`src/rtl/aes_mix_columns_engine.sv`:
```
// ============================================================================
// aes_mix_columns_engine: AES MixColumns / InvMixColumns, 1/2/4 columns/clk
// Revision 1.0 - initial release
// ============================================================================
`default_nettype none

module aes_mix_columns_engine #(
  parameter int COLS_PER_CYCLE = 1,
  parameter int INV_SUPPORT    = 1
) (
  input  logic         clk,
  input  logic         rst,
  input  logic         in_valid,
  output logic         in_ready,
  input  logic [127:0] in_state,
  input  logic         in_inverse,
  output logic         out_valid,
  input  logic         out_ready,
  output logic [127:0] out_state,
  output logic         busy
);

  typedef enum logic [1:0] {
    IDLE = 2'd0,
    BUSY = 2'd1,
    DONE = 2'd2
  } state_t;

  localparam logic [1:0] C_STEP   = 2'(COLS_PER_CYCLE);
  localparam logic [1:0] C_LAST   = 2'(4 - COLS_PER_CYCLE);
  localparam logic       C_INV_EN = (INV_SUPPORT != 0);

  state_t         state_q, state_d;
  logic [127:0]   src_q, src_d;
  logic [127:0]   res_q, res_d;
  logic           inv_q, inv_d;
  logic [1:0]     col_q, col_d;
  logic [1:0]     idx;

  function automatic logic [7:0] xtime(input logic [7:0] b);
    return {b[6:0], 1'b0} ^ (b[7] ? 8'h1b : 8'h00);
  endfunction

  // Inverse coefficients are composed from 2x/4x/8x multiples:
  // 0e = 8^4^2, 0b = 8^2^1, 0d = 8^4^1, 09 = 8^1.
  function automatic logic [31:0] mix_col(input logic [31:0] col, input logic inv);
    logic [7:0] a  [4];
    logic [7:0] x2 [4];
    logic [7:0] x4 [4];
    logic [7:0] x8 [4];
    logic [7:0] r  [4];
    for (int i = 0; i < 4; i++) begin
      a[i]  = col[31-8*i -: 8];
      x2[i] = xtime(a[i]);
      x4[i] = xtime(x2[i]);
      x8[i] = xtime(x4[i]);
    end
    for (int i = 0; i < 4; i++) begin
      if (inv) begin
        r[i] = (x8[i] ^ x4[i] ^ x2[i])
             ^ (x8[(i+1)%4] ^ x2[(i+1)%4] ^ a[(i+1)%4])
             ^ (x8[(i+2)%4] ^ x4[(i+2)%4] ^ a[(i+2)%4])
             ^ (x8[(i+3)%4] ^ a[(i+3)%4]);
      end else begin
        r[i] = x2[i] ^ (x2[(i+1)%4] ^ a[(i+1)%4]) ^ a[(i+2)%4] ^ a[(i+3)%4];
      end
    end
    return {r[0], r[1], r[2], r[3]};
  endfunction

  always_comb begin
    state_d = state_q;
    src_d   = src_q;
    inv_d   = inv_q;
    col_d   = col_q;
    res_d   = res_q;
    idx     = 2'd0;
    case (state_q)
      IDLE: begin
        if (in_valid) begin
          src_d   = in_state;
          inv_d   = in_inverse & C_INV_EN;
          col_d   = 2'd0;
          state_d = BUSY;
        end
      end
      BUSY: begin
        // Column c occupies bits [127-32c -: 32], i.e. msb index {~c, 5'h1f}.
        for (int g = 0; g < COLS_PER_CYCLE; g++) begin
          idx = col_q + 2'(g);
          res_d[{~idx, 5'h1f} -: 32] = mix_col(src_q[{~idx, 5'h1f} -: 32], inv_q);
        end
        col_d = col_q + C_STEP;
        if (col_q == C_LAST) begin
          state_d = DONE;
        end
      end
      DONE: begin
        if (out_ready) begin
          state_d = IDLE;
        end
      end
      default: state_d = IDLE;
    endcase
  end

  always_ff @(posedge clk or negedge rst) begin
    if (!rst) begin
      state_q <= IDLE;
      src_q   <= '0;
      inv_q   <= 1'b0;
      col_q   <= 2'd0;
      res_q   <= '0;
    end else begin
      state_q <= state_d;
      src_q   <= src_d;
      inv_q   <= inv_d;
      col_q   <= col_d;
      res_q   <= res_d;
    end
  end

  assign in_ready  = (state_q == IDLE);
  assign out_valid = (state_q == DONE);
  assign busy      = (state_q == BUSY);
  assign out_state = res_q;

endmodule

`default_nettype wire

```
`config.mk`:
```
export PLATFORM = sky130hd
export DESIGN_NAME = aes_mix_columns_engine
export DESIGN_NICKNAME = d
export VERILOG_FILES = /design/src/rtl/aes_mix_columns_engine.sv
export SDC_FILE = /design/constraint.sdc
export NUM_CORES = 1
export LEC_CHECK = 0
export ABC_CLOCK_PERIOD_IN_PS = 4450
export BUFFER_PORTS_ARGS = -buffer_cell sky130_fd_sc_hd__buf_2
export CAP_MARGIN = 20
export CORE_MARGIN = 2
export CORE_UTILIZATION = 56
export DETAILED_ROUTE_END_ITERATION = 10
export PLACE_DENSITY = 0.85
export SLEW_MARGIN = 10
export SYNTH_ARGS = -nofsm -noshare
export SYNTH_HDL_FRONTEND = slang
export SYNTH_SLANG_ARGS = --single-unit
```
`constraint.sdc`:
```
create_clock -name clk -period 4.45 [get_ports clk]
set_input_delay 0.2225 -clock clk [delete_from_list [all_inputs] [get_ports clk]]
set_output_delay 0.2225 -clock clk [all_outputs]
set_load 0.02 [all_outputs]
```
## After elaboration in Yosys (flattened, before gate mapping)

Cells that the tools add are included.

- Logic and storage cells: 113
- Output and inout port bits: 131
- Input bits: 133
- Register bits: 261

- Bitwise operators: 65
- Muxes and demuxes: 27
- Add/subtract/negate cells: 2
- Shifts and indexed selects: 3
- Reductions and logical operators: 5
- Equality and inequality tests: 6

Operator list:

| kind | count |
|---|---|
| 8-bit XOR | 52 |
| 32-bit by 9-bit variable shift with 159-bit output, first input constant | 1 |
| 159-bit by 8-bit variable part select with 32-bit output | 1 |
| 32-bit by 9-bit variable part select with 159-bit output | 1 |
| 128-bit bitwise mux | 1 |
| 8-bit by 5-bit XOR with 8-bit output | 12 |
| 8-bit 2-to-1 mux | 8 |
| 5-bit 2-to-1 mux | 12 |
| 7-bit negator with 9-bit output | 1 |
| 2-bit 2-to-1 mux | 4 |
| 2-bit one-hot mux with 3 select lines | 1 |
| 2-bit equality test, second input constant | 2 |
| 2-bit by 1-bit != test with 1-bit output, second input constant | 2 |
| 2-bit one-hot mux with 2 select lines | 1 |
| 2-bit AND reduction | 2 |
| 3-bit AND reduction | 1 |
| 2-bit by 1-bit adder with 2-bit output, second input constant | 1 |
| 2-bit by 1-bit equality test with 1-bit output, second input constant | 1 |
| 2-bit logical NOT | 1 |
| 2-bit != test, second input constant | 1 |
| 2-bit inverter | 1 |
| 2-bit nonzero test | 1 |

## Logic depth before layout (Yosys ltp)

- Depth after elaboration: 17
- Mapped depth: 12
- Mapped depth without buffers: 8

## Least setup slack after synthesis

OpenSTA, ideal clock, no wires.

- Path type: reg-to-reg
- Start point: reg col_q[0]
- End point: reg res_q[11] (netlist: out_state[11])
- Setup slack: 1.381 ns
- Data arrival time: 2.938 ns
- Required time: 4.319 ns
- Cell stages (with the launch flop): 11
- Buffers on the path: 2
- Path through: dfrtp_1 buf_6 mux4_1 buf_6 xnor3_2 xor2_4 xnor3_1 mux2i_1 xnor2_1 xnor2_1 o21ai_1

- Word-level cells in the longest chain between the ends: 15
- Elaborated cells between the ends (all ways): 90

Ends and longest elaborated chain:

| item | RTL line | RTL |
|---|---|---|
| start: declaration | 37 | `logic [1:0] col_q, col_d;` |
| start signal: assignment | 118 | `col_q <= col_d;` |
| 2-bit inverter * | 91 | `res_d[{~idx, 5'h1f} -: 32] = mix_col(src_q[{~idx, 5'h1f} -: 32], inv_q);` |
| 159-bit by 8-bit variable part select with 32-bit output | 91 |  |
| 8-bit by 5-bit XOR with 8-bit output / 5-bit 2-to-1 mux (equally long branches) (2 in series) | 41 | `return {b[6:0], 1'b0} ^ (b[7] ? 8'h1b : 8'h00);` |
| 5-bit 2-to-1 mux / 8-bit by 5-bit XOR with 8-bit output (equally long branches) | 41 |  |
| 8-bit by 5-bit XOR with 8-bit output | 41 |  |
| 8-bit XOR (on tied branches) | 60, 62, 61 |  |
| 8-bit XOR (on tied branches) | 60, 61 |  |
| 8-bit XOR | 61 | `^ (x8[(i+1)%4] ^ x2[(i+1)%4] ^ a[(i+1)%4])` |
| 8-bit XOR | 62 | `^ (x8[(i+2)%4] ^ x4[(i+2)%4] ^ a[(i+2)%4])` |
| 8-bit XOR | 63 | `^ (x8[(i+3)%4] ^ a[(i+3)%4]);` |
| 8-bit 2-to-1 mux | 59 | `if (inv) begin` |
| 8-bit 2-to-1 mux | 78 | `case (state_q)` |
| 32-bit by 9-bit variable part select with 159-bit output | 91 |  |
| 128-bit bitwise mux * | 91 |  |
| end signal: assignment | 119 | `res_q <= res_d;` |
| end: declaration | 35 | `logic [127:0] res_q, res_d;` |

Mark *: on every way between the ends. The rest lies on a longest branch, timed or not. The select of a mux whose other input is x is not followed.
A chain may end at the register's enable or synchronous reset.

## Worst setup path after layout

- Start point: reg col_q[0]
- End point: reg res_q[54] (netlist: out_state[54])

Same word-level chain as after synthesis.

==> qor.yml <==
outcome: "finished clean"
worstPathRequired_ns: 4.82
cts-resized-gates: 0
place.gp.congestion: 0.970
seqCellArea_um2: 6530
ys.flop_type: "dfrtp_1"
cp.depth: 9
clock_sinks: 261
clock_skew_ns: 0.0165
min_period_ns: 3.92
grt_max_degree: 125
path_common_cell: "xor2_1"
finalCritPeriodShare_pct: 88.2
insertion_delay_ns: 0.53
final.setup.tns_ns: 0
die-area_um2: 24200
drv_cap: 0
slew_viol_final: 0
rsz0062_at_grt: "false"
via_per_inst: 5.66
root_buffer: "clkbuf_16"
htreeDepth: 1
ant_nets: 0
fmax_ghz: 0.255
reg2regPathDepth: 9
postCtsSetupBuffers: 0
synthCells: 1000
timing.critical_path.cells: "buf_12, mux4_2, xnor2_4, xnor2_1, xnor2_2, xor2_1, xor2_1, a21oi_1, o21ai_0"
tightest_slew_ns: 0.992
crit_fanout: 21
synth_cell_types: 39
core-area_um2: 22600
cts_tree: "yes"
slowest_stage: "dfrtp_2"
setup-violations-final: 0
synth_warnings: 0
criticalPathCategory: "flop to flop"
syn-cell-area_um2: 12900
synth-seq-cells: 261
post-route-drc-count: 0
critPathTopFamily: "XOR/XNOR gates"
end_kind: "flop"
grt_overflow: 0
arrival_ns: 4.29
ys_seq_area_share_pct: 50.8
antennaDiodeCount: 0
io_pins: 264
final_nets: 1519
syn_nets: 1137
critPathMaxStageDelay_ns: 0.76
finalHoldViolCount: 0
antenna_found_initial: 0
syn_area_per_cell_um2: 12.9
first_pass_iters: 7
wl_per_cell_um: 22.3
die_w_um: 156
core.rowCount: 55
hpwl_mm: 24.0
drt_iter0_drc: 668
slew_headroom_pct: 33.4
start_util_pct: 57.0
nFillCells: 1489
min_path_type: "input pin to asynchronous set/reset pin"
area_growth_pct: 29.1
grt_pass1_vias: 10100
start_kind: "flop"
wirelength_mm: 37.6
grt_usage_pct: 31.3
cts_buffer_depth: 3
cts_buffers: 27
multi_input_area_um2: 5970
grt_pass1_wl_mm: 58.1
async_flop_share_pct: 100
path_buf_inv: 1
synth_edf_count: 0
fp.dieH_um: 156
vias: 9534
io_buffers: 263
drive_gt1_share_pct: 36.2
clk_pin_slew_worst_paths_ns: 0.06
## layer usage
metal	GRT usage, %	up-vias	share of wire [%]
met3	5.32	70	7.8
met1	40.7	4776	39
met2	55.2	469	51
met5	0	-	0
li1	-	4219	-
met4	7.56	0	2.3
## state kept, by name (all words and copies together), names as in the netlist
name,count
inv_q,1
col_q,2
src_q,128
state_q,2
out_state,128
## cells by family (layout without fill, tap and decap cells)
| kind of cell | count (synthesis) | in the layout | synth area share [%] |
|---|---|---|---|
| XOR/XNOR | 212 | 212 | 17.5 |
| adder cells (fa/ha/maj) | 4 | 4 | 0.389 |
| AND/OR/NAND/NOR | 140 | 140 | 4.44 |
| AO/OA/AOI/OAI | 140 | 140 | 6.63 |
| flip-flops | 261 | 261 | 50.8 |
| multiplexers | 167 | 167 | 17.5 |
| buffers and inverters | 76 | 475 | 2.77 |
## layout by cell type, fill, tap and decap left out, drive strengths merged
cell / instances
nor3b: 1
o21bai: 1
buf: 282
mux4: 32
xor2: 53
and2: 5
nor3: 4
o31ai: 1
or3: 2
nand2: 108
mux2: 129
ha: 4
xnor2: 148
a21oi: 8
bufinv: 2
inv: 17
mux2i: 6
nor2: 12
clkbuf: 37
xnor3: 7
a22o: 23
clkinvlp: 1
nand4: 4
o21ai: 95
a222oi: 12
nor4: 1
nand2b: 2
xor3: 4
dfrtp: 261
nand3: 1
dlygate4sd3: 131
clkinv: 5
## synthesized netlist by cell type, types with 7 or more instances
master | number | area [um2]
a21oi_1 | 8 | 40.0
a222oi_1 | 12 | 120
a22o_1 | 23 | 201
buf_2 | 9 | 45.0
clkbuf_1 | 38 | 143
dfrtp_1 | 261 | 6530
inv_1 | 16 | 60.1
mux2_2 | 129 | 1450
mux4_2 | 28 | 631
nand2_1 | 108 | 405
nor2_1 | 12 | 45.0
o21ai_0 | 88 | 440
o21ai_1 | 7 | 35.0
xnor2_1 | 133 | 1160
xnor2_2 | 9 | 146
xor2_1 | 48 | 420
## cell type report
class / instances / share of cell area (%)
multi-input cells: 663 / 36.0
well taps: 285 / 2.15
clock inverters: 9 / 0.610
clock buffers: 37 / 4.66
flip-flops and latches: 261 / 39.4
inverters: 16 / 0.362
repair buffers: 413 / 16.9
## what timing repair did
item | CTS | global route
endpoints found under the setup margin | 0 | 0
hold buffers | 131 | 0
hold endpoints to repair | 214 | 0
## metrics by stage
step	util, %	instance area [um2]	hold slack, ns	setup WS (ns)	std cells
after floorplan	-	12900	-0.0731	1.38	1000
after global placement	63.9	14400	0.256	0.625	1507
after detailed placement	63.9	14400	0.260	0.609	1507
after CTS	73.5	16600	0.305	0.513	1684
after global routing	73.5	16600	0.342	0.287	1684
final	73.5	16600	0.275	0.526	1684
## worst paths after layout
check	start	endpoint	slack, ns
min in group clk	in_state[43]	src_q[43]	0.46
setup reg to reg	col_q[0]	out_state[54]	0.53
setup / recovery	col_q[0]	out_state[54]	0.53
hold / removal	rst	out_state[69]	0.27
max in group asynchronous	rst	src_q[97]	3.00
hold reg to reg	out_state[33]	out_state[33]	0.47
Power is left out: the tool's default activity adds up to more than one toggle a clock period on the data nets, which glitch-free logic cannot reach.
